`src/rtl/im_boot_loader.sv`:
```
// Framed byte-stream loader that fills the CPU instruction memory and holds
// the CPU in reset until a frame with a matching XOR checksum has been stored.
module im_boot_loader #(
  parameter int ADDR_WIDTH = 10
) (
  input  logic                  clock,
  input  logic                  reset,
  input  logic [7:0]            rx_data,
  input  logic                  rx_valid,
  output logic                  rx_ready,
  output logic                  im_we,
  output logic [ADDR_WIDTH-1:0] im_addr,
  output logic [31:0]           im_wdata,
  output logic                  cpu_reset,
  output logic                  busy,
  output logic                  done,
  output logic                  error
);

  typedef enum logic [2:0] {
    S_LEN_HI,
    S_LEN_LO,
    S_DATA,
    S_CHECK,
    S_DONE,
    S_ERROR
  } state_t;

  localparam logic [16:0] MAX_WORDS = 17'(1 << ADDR_WIDTH);

  state_t                state_q, state_d;
  logic [7:0]            len_hi_q, len_hi_d;
  logic [16:0]           rem_q, rem_d;
  logic [ADDR_WIDTH-1:0] idx_q, idx_d;
  logic [1:0]            byte_cnt_q, byte_cnt_d;
  logic [23:0]           asm_q, asm_d;
  logic [7:0]            xor_q, xor_d;
  logic                  im_we_q, im_we_d;
  logic [ADDR_WIDTH-1:0] im_addr_q, im_addr_d;
  logic [31:0]           im_wdata_q, im_wdata_d;
  logic                  accept;
  logic [16:0]           len_full;

  assign rx_ready  = (state_q != S_DONE) && (state_q != S_ERROR);
  assign busy      = (state_q == S_LEN_LO) || (state_q == S_DATA) || (state_q == S_CHECK);
  assign done      = (state_q == S_DONE);
  assign error     = (state_q == S_ERROR);
  assign cpu_reset = (state_q == S_DONE);
  assign im_we     = im_we_q;
  assign im_addr   = im_addr_q;
  assign im_wdata  = im_wdata_q;

  assign accept   = rx_valid && rx_ready;
  assign len_full = {1'b0, len_hi_q, rx_data};

  always_ff @(posedge clock) begin
    if (!reset) begin
      state_q    <= S_LEN_HI;
      len_hi_q   <= '0;
      rem_q      <= '0;
      idx_q      <= '0;
      byte_cnt_q <= '0;
      asm_q      <= '0;
      xor_q      <= '0;
      im_we_q    <= 1'b0;
      im_addr_q  <= '0;
      im_wdata_q <= '0;
    end else begin
      state_q    <= state_d;
      len_hi_q   <= len_hi_d;
      rem_q      <= rem_d;
      idx_q      <= idx_d;
      byte_cnt_q <= byte_cnt_d;
      asm_q      <= asm_d;
      xor_q      <= xor_d;
      im_we_q    <= im_we_d;
      im_addr_q  <= im_addr_d;
      im_wdata_q <= im_wdata_d;
    end
  end

  always_comb begin
    state_d    = state_q;
    len_hi_d   = len_hi_q;
    rem_d      = rem_q;
    idx_d      = idx_q;
    byte_cnt_d = byte_cnt_q;
    asm_d      = asm_q;
    xor_d      = xor_q;
    im_we_d    = 1'b0;
    im_addr_d  = im_addr_q;
    im_wdata_d = im_wdata_q;

    case (state_q)
      S_LEN_HI: begin
        xor_d      = '0;
        byte_cnt_d = '0;
        idx_d      = '0;
        if (accept) begin
          len_hi_d = rx_data;
          state_d  = S_LEN_LO;
        end
      end
      S_LEN_LO: begin
        if (accept) begin
          rem_d = len_full;
          if (len_full > MAX_WORDS)    state_d = S_ERROR;
          else if (len_full == 17'd0)  state_d = S_CHECK;
          else                         state_d = S_DATA;
        end
      end
      S_DATA: begin
        if (accept) begin
          xor_d      = xor_q ^ rx_data;
          byte_cnt_d = byte_cnt_q + 2'd1;
          asm_d      = {asm_q[15:0], rx_data};
          if (byte_cnt_q == 2'd3) begin
            im_we_d    = 1'b1;
            im_addr_d  = idx_q;
            im_wdata_d = {asm_q, rx_data};
            rem_d      = rem_q - 17'd1;
            // Last word: leave the index alone so it never wraps at full capacity.
            if (rem_q == 17'd1) state_d = S_CHECK;
            else                idx_d   = idx_q + ADDR_WIDTH'(1);
          end
        end
      end
      S_CHECK: begin
        if (accept) state_d = (rx_data == xor_q) ? S_DONE : S_ERROR;
      end
      default: ;
    endcase
  end

endmodule

```
`config.mk`:
```
export PLATFORM = sky130hd
export DESIGN_NAME = im_boot_loader
export DESIGN_NICKNAME = d
export VERILOG_FILES = /design/src/rtl/im_boot_loader.sv
export SDC_FILE = /design/constraint.sdc
export NUM_CORES = 1
export LEC_CHECK = 0
export ABC_AREA = 0
export BUFFER_PORTS_ARGS = -buffer_cell sky130_fd_sc_hd__clkbuf_2
export CAP_MARGIN = 25
export CELL_PAD_IN_SITES_DETAIL_PLACEMENT = 1
export CELL_PAD_IN_SITES_GLOBAL_PLACEMENT = 2
export CORE_MARGIN = 3
export CORE_UTILIZATION = 30
export CTS_CLUSTER_SIZE = 28
export DETAILED_ROUTE_END_ITERATION = 8
export GPL_TIMING_DRIVEN = 1
export PLACE_DENSITY_LB_ADDON = 0.1
export RECOVER_POWER = 100
export SYNTH_ARGS = -nofsm -noshare
export SYNTH_HDL_FRONTEND = slang
export SYNTH_SLANG_ARGS = --single-unit
```
`constraint.sdc`:
```
create_clock -name clock -period 1.9 [get_ports clock]
set_input_delay 0 -clock clock [delete_from_list [all_inputs] [get_ports clock]]
set_output_delay 0 -clock clock [all_outputs]
set_load 0.01 [all_outputs]
```
---- Yosys cells after proc, flatten, opt, wreduce, memory -nomap -nowiden ----
Index checks and enable logic that the tools add are counted.
word-level totals
  register bits ........................... 115
  input port bits ......................... 11
  word-level logic and storage cells ...... 72
cells by class
  add/subtract/negate cells ............... 3
  magnitude comparators ................... 1
  eq/ne operators ......................... 17
  mux-type cells .......................... 23
  bitwise gates (word level) .............. 1
  reductions and logical operators ........ 17
operator list
  operator                 number
  $mux W17                 3
  $pmux W17 S2             1
  $mux W10                 3
  $mux W3                  7
  $pmux W10 S2             1
  $eq A17 B1 Y1 const B    1
  $logic_not A17 Y1        1
  $sub A17 B1 Y17 const B  1
  $gt A16 B11 Y1 const B   1
  $pmux W8 S2              1
  $pmux W3 S4              1
  $add A10 B1 Y10 const B  1
  $ne A2 B2 Y1 const B     5
  $eq A8 B8 Y1             1
  $mux W8                  1
  $reduce_and A4 Y1        2
  $xor A8 B8 Y8            1
  $reduce_and A7 Y1        1
  $eq A3 B2 Y1 const B     2
  $eq A3 B3 Y1 const B     2
  $ne A3 B3 Y1 const B     2
  $reduce_and A2 Y1        3
  $reduce_and A3 Y1        2
  $ne A2 B1 Y1 const B     2
  other kinds (11)         16

---- Logic depth before layout (Yosys ltp) ----
Gate-level depths: netlist of the first run.
  depth after elaboration ................. 5
  depth in mapped cells ................... 8
  depth with buffers taken out ............ 7

---- Worst setup path before layout of the first run ----
OpenSTA, ideal clock, no wires.
  path kind ............................... reg2reg
  from .................................... register rem_q[1]
  to ...................................... register idx_q[9]
  arrival ................................. 1.804 ns
  path slack .............................. 0.026 ns
  cell stages (with the launch flop) ...... 8
  clock period less this slack ............ 1.874 ns
  cells stage by stage .................... dfxtp_1 inv_1 ha_1 nor4b_1 nand4_1 o21ai_2 or4_1 a21oi_1
between the ends
  longest elaborated chain between the ends .. 3
RTL lines
  element                      RTL line  RTL
  start, declared              33        logic [16:0] rem_q, rem_d;
  start signal, assigned       71        rem_q <= rem_d;
  $eq A17 B1 Y1                123       if (rem_q == 17'd1) state_d = S_CHECK;
  $ne A2 B2 Y1 (no line)       n/a
  $reduce_and A4 Y1 (no line)  n/a
  end signal, assigned         72        idx_q <= idx_d;
  end, declared                34        logic [ADDR_WIDTH-1:0] idx_q, idx_d;
Every way passes these cells.
A chain may end at the register's enable or synchronous reset.

---- Worst setup path in the final report of the first run ----
  from .................................... register rem_q[10]
  to ...................................... register rem_q[15]
between the ends
  longest elaborated chain between the ends .. 4
RTL lines
  element          RTL line  RTL
  $sub A17 B1 Y17  121       rem_d = rem_q - 17'd1;
  $mux W17         117       if (byte_cnt_q == 2'd3) begin
  $mux W17         113       if (accept) begin
  $pmux W17 S2     94        case (state_q)
Every way passes these cells. The select of a mux whose other input is x is not followed.

==> results of run 1 <==
## through the flow
stage          cells  hold slack [ns]
3_5_place_dp     902            0.365
6_report         945           0.0447
4_1_cts          943           0.0384
2_1_floorplan    642            0.212
3_3_place_gp     902            0.366
5_1_grt          945           0.0630
## sequential cells by signal (all words and copies together), names as in the netlist
| register | cells |
|---|---|
| im_wdata | 32 |
| len_hi_q | 8 |
| byte_cnt_q | 2 |
| state_q | 3 |
| idx_q | 10 |
| rem_q | 17 |
| im_we | 1 |
| asm_q | 24 |
| im_addr | 10 |
| xor_q | 8 |
## power by group
part           switching [mW]  internal (mW)
Clock                    1.12           2.05
Combinational           0.474          0.321
Sequential             0.0482           2.46
## area by class of cell
cell class	count	area share [%]
multi-input combinational	472	39.2
tap	216	4.23
sequential	115	36.1
clock buffer	21	6.90
timing repair buffer	105	11.1
clock inverter	11	2.14
inverter	5	0.294
## worst paths after layout
path / endpoint / cells past startpoint / slack [ns]
setup / recovery: rem_q[15] / 5 / 0.06
hold / removal: rem_q[16] / 2 / 0.04
setup reg to reg: rem_q[15] / 5 / 0.06
hold reg to reg: im_wdata[28] / 2 / 0.45
## Yosys cell counts (all sizes together), types with 5 or more instances
cell type  number  share of area [%]
clkbuf         37                3.2
xor2           14                2.5
dfxtp         115                 46
a21oi         105                 11
nor2           41                3.1
inv             5               0.38
o211ai          7                1.1
nand3          12                1.3
nor4           10                1.6
or4             5               0.90
nor3            8                1.1
nand2         180                 14
a31oi           5               0.63
buf            13                1.4
o22ai           8                1.0
o21ai          21                2.2
and3            8                1.0
## timing repair
action / in CTS / in global routing
resized for setup: 2 / 11
endpoints found under the hold margin: 23 / 0
pin swaps: 1 / 4
buffers inserted: 0 / 2
hold buffers: 9 / 0
setup endpoints to repair: 3 / 10
## logic make-up (layout without fill, tap and decap cells)
| group | count (synthesis) | after routing | share of synthesized area, % |
|---|---|---|---|
| multiplexers | 1 | 1 | 0.226 |
| AND/OR/NAND/NOR | 282 | 282 | 25.3 |
| XOR/XNOR | 14 | 14 | 2.46 |
| adder cells (fa/ha/maj) | 4 | 4 | 1.00 |
| buffers and inverters | 55 | 142 | 4.92 |
| flip-flops | 115 | 115 | 46.2 |
| AO/OA/AOI/OAI | 171 | 171 | 19.9 |
## routing by layer
layer  track usage (%)  wire length [um]  up-vias
li1                  -                 -     2360
met1              21.8              7180     2324
met2              29.6              7610       64
met3              4.02               504       17
met4              5.94               218        0
met5                 0                 0        -
==> results.ini, run 1 <==
[setup_path]
cp_cell_sequence = or4_4 -> nor3_2 -> nand3_2 -> o211a_1 -> o31a_1
critPathKind = reg -> reg
r2r-start = rem_q[10]
critPathTopFamily = simple AND/OR/NAND/NOR gates
required_ns = 2.19
critPathLaunch = rem_q[10]
cp_max_fo = 4
worst_path_largest_cell_delay_ns = 0.57
arrival_ns = 2.14
worstSetupStartpointType = register
crit_slowest_cell = or4_4
end_kind = register
worst-path-buf-inv = 0

[placement]
postPlaceCellArea_um2 = 5710
hpwl_mm = 10.7
portBuffers = 58
gp_congestion = 0.810
pre_cts_slack_ns = -0.00500

[drt]
drc_errors = 0
routed_wl_mm = 15.5
ant_nets = 0
firstDrtPassIters = 4
vias_per_cell = 5.04
routedWlPerCell_um = 16.4
first_iter_violations = 174
vias = 4765

[global_route]
grt_use_total_pct = 17.4
grt_pass1_vias = 4787
grt_max_degree = 44
grt_remaining_overflow = 0
antenna_found_initial = 0
grt_pass1_wl_mm = 25.2

[timing]
fin_skew_ns = 0.00739
relSlewSlack_pct = 60.5
fmax_mhz = 543
finalCritPeriodShare_pct = 96.9
worstMarginPinSlew_ns = 0.592
fin_tns_setup_ns = 0
setup_violations = 0
hold_violations = 0
fin_crit_ns = 1.84
slew_violations = 0
timing.final.ws_setup_ns = 0.0583

[worst_hold_path]
hold_path_class = in -> reg
hp-start = reset

[die]
coreArea_um2 = 16100
die_x_um = 135
start_util_pct = 31.0
die_h_um = 135
boundaryPins = 59
num_rows = 46
fp.dieArea_um2 = 18200

[clock_tree]
cts_buffers = 17
ctsRootBufferMaster = clkbuf_16
cts_max_level = 4
worstSkewPairLatency_ns = 0.41
cts_buffer_depth = 2
cts_tree = built
clk_pin_slew_ns = 0.05
cts.sinks = 115

[synth]
synth_edf_count = 0
syn_inst = 642
ys_async_sr_fraction_pct = 0
ys_ff_latch = 115
synthFlopType = dfxtp_1
yosysSeqAreaShare_pct = 46.2
syn_area_um2 = 4980
yosysWarnings = 0
yosys.cell_types.count = 60
syn_avg_cell_area_um2 = 7.76
syn_nets = 657

[cells_and_area]
diodes = 0
num-nets-final = 731
multi_input_area_um2 = 2500
fillCellCount = 1962
fin_util_pct = 39.8
seq_area_um2 = 2310
layout_common_cells = nand2_1 (179), dfxtp_1 (112), a21oi_1 (105), clkbuf_1 (50), nor2_1 (40)
drive_above_1_share_pct = 14.3
post-route-cell-area_um2 = 6380
area.growth.synth_to_final_pct = 28.1
layout_commonest_cell = nand2_1

[power]
ir_drop_uv = 647
leakagePower_nw = 2.27
power_density_nw_per_um2 = 1010
p_total_mw = 6.47

[flow_run]
maxCapViolations = 0

[outcome]
outcome = finished clean

Note: power is estimated with default switching activity, not from simulation.
==> run 2: changes to the inputs <==
CORE_ASPECT_RATIO = 1.1   (was not set)
PLACE_DENSITY = 0.82   (was not set)
PLACE_DENSITY_LB_ADDON = not set   (was 0.1)
==> results.ini, run 2 (same netlist as run 1, synthesis figures left out) <==
[timing]
slew_violations = 0  ; unchanged
relSlewSlack_pct = 68.6  ; was 60.5%
fmax_mhz = 549  ; was 543 MHz
hold_violations = 0  ; unchanged
finalCritPeriodShare_pct = 95.8  ; was 96.9%
fin_crit_ns = 1.82  ; was 1.84 ns
worstMarginPinSlew_ns = 0.471  ; was 0.592 ns
grt_setup_unrepaired = yes
fin_skew_ns = 0.00899  ; was 0.00739 ns
setup_violations = 0  ; unchanged

[setup_path]
end_kind = register  ; unchanged
cp_max_fo = 4  ; unchanged
required_ns = 2.20  ; was 2.19 ns
reg2reg_slack_ns = 0.08  ; was 0.06 ns
arrival_ns = 2.12  ; was 2.14 ns
critPathKind = reg -> reg  ; unchanged
worstSetupStartpointType = register  ; unchanged

[power]
leakagePower_nw = 2.20  ; was 2.27 nW
p_clk_share_pct = 49.3  ; was 48.9%
p_total_mw = 6.39  ; was 6.47 mW
intPower_mw = 4.73  ; was 4.83 mW
netSwitchingPower_mw = 1.66  ; was 1.64 mW
power_density_nw_per_um2 = 1020  ; was 1010 nW/um2
sequentialPowerShare_pct = 39.3  ; was 38.8%
combPwrFrac_pct = 11.4  ; was 12.3%
swShare_pct = 26.0  ; was 25.3%
ir_drop_uv = 586  ; was 647 uV

[drt]
vias = 4809  ; was 4,765
vias_per_cell = 5.22  ; was 5.04
drc_errors = 0  ; unchanged
firstDrtPassIters = 4  ; unchanged
ant_nets = 0  ; unchanged
routedWlPerCell_um = 16.4  ; about the same
routed_wl_mm = 15.1  ; was 15.5 mm
first_iter_violations = 256  ; was 174

[cells_and_area]
diodes = 0  ; unchanged
layout_commonest_cell = nand2_1  ; unchanged
multi_input_area_um2 = 2490  ; was 2500 um2
layout_common_cells = nand2_1 (180), dfxtp_1 (112), a21oi_1 (105), clkbuf_1 (48), nor2_1 (41)  ; was nand2_1 (179), dfxtp_1 (112), a21oi_1 (105), clkbuf_1 (50), nor2_1 (40)
area.growth.synth_to_final_pct = 25.5  ; was 28.1%
post-route-cell-area_um2 = 6250  ; was 6380 um2
num-nets-final = 723  ; was 731
largest_reg_flops = 32  ; unchanged
fillCellCount = 1965  ; was 1,962
seq_area_um2 = 2310  ; unchanged
drive_above_1_share_pct = 13.2  ; was 14.3%
fin_util_pct = 39.1  ; was 39.8%

[die]
start_util_pct = 31.2  ; was 31.0%
num_rows = 48  ; was 46
fp.dieArea_um2 = 18200  ; about the same
die_x_um = 129  ; was 135 um
boundaryPins = 59  ; unchanged
die_h_um = 141  ; was 135 um
coreArea_um2 = 16000  ; was 16,100 um2

[clock_tree]
cts.sinks = 115  ; unchanged
clk_pin_slew_ns = 0.06  ; was 0.05 ns
cts_buffer_depth = 2  ; unchanged
post_cts_buffers = 0  ; unchanged
worstSkewPairLatency_ns = 0.42  ; was 0.41 ns
cts_tree = built  ; unchanged
ctsRootBufferMaster = clkbuf_16  ; unchanged
cts_buffers = 17  ; unchanged
cts_max_level = 4  ; unchanged

[global_route]
antenna_found_initial = 0  ; unchanged
grt_pass1_wl_mm = 24.7  ; was 25.2 mm
grt_pass1_vias = 4886  ; was 4,787
grt_remaining_overflow = 0  ; unchanged
grt_use_total_pct = 16.9  ; was 17.4%
grt_max_degree = 86  ; was 44

[worst_hold_path]
hold_path_class = reg -> reg  ; was in -> reg

[placement]
portBuffers = 58  ; unchanged
postPlaceCellArea_um2 = 5610  ; was 5710 um2
gp_congestion = 0.871  ; was 0.810
hpwl_mm = 10.3  ; was 10.7 mm

[outcome]
outcome = finished clean  ; unchanged

[flow_run]
maxCapViolations = 0  ; unchanged

[run 2: cell count changes in the layout (fill, tap and decap cells not counted), moves of 2 or more]
cell / delta
buf_4: -6
clkbuf_8: +2
clkbuf_1: -2
clkinvlp_4: +5
buf_12: -4
clkinv_2: -4
[run 2: final timing paths]
kind,start,to,depth (start not counted)
min,im_wdata[30],im_wdata[30],2
min reg2reg,im_wdata[30],im_wdata[30],2
max reg2reg,rem_q[10],rem_q[15],5
max,rem_q[10],rem_q[15],5
[run 2: layer usage]
layer | wire [um] | GRT usage, % | vias up
met5 | 0 | 0 | -
met4 | 200 | 5.86 | 0
met3 | 476 | 3.83 | 17
met2 | 7710 | 29.6 | 73
met1 | 6750 | 20.3 | 2374
li1 | - | - | 2345
[run 2: through the flow]
step	TNS, ns	worst slack [ns]	instances	hold WS, ns
3_3_place_gp	0	0.0733	879	0.335
4_1_cts	0	0.0140	921	0.453
3_5_place_dp	-0.00402	-0.00402	879	0.345
5_1_grt	-0.0582	-0.0352	921	0.480
2_1_floorplan	0	0.0262	642	0.212
6_report	0	0.0800	921	0.453
[run 2: power groups by stage]
stage / logic (mW) / clock network [mW] / registers [mW]
final: 0.732 / 3.15 / 2.51
after global routing: 0.804 / 3.35 / 2.51
after CTS: 0.730 / 3.23 / 2.51
after detailed placement: 0.705 / 0 / 2.56
after global placement: 0.681 / 0 / 2.55
after floorplan: 0.451 / 0 / 2.55
[run 2: layout make-up]
cell class                 instances  share of cell area (%)
sequential                       115                    36.9
clock inverter                    12                    2.12
multi-input combinational        472                    39.8
inverter                           5                   0.300
timing repair buffer              97                    9.60
clock buffer                      20                    7.30
tap                              200                    4.00
[run 2: critical path, stage by stage (launching register included)]
cell,delay (ns)
dfxtp_1,0.35
or4_4,0.58
nor3_4,0.16
nand3_2,0.12
o211a_1,0.21
o31a_1,0.28
[run 2: repair_timing]
| action | CTS | global route |
|---|---|---|
| gates resized for setup | 2 | 9 |
| endpoints found under the setup margin | 3 | 16 |
| pin swaps | 0 | 2 |
| endpoints found under the hold margin | 26 | 0 |
| hold buffers | 10 | 0 |
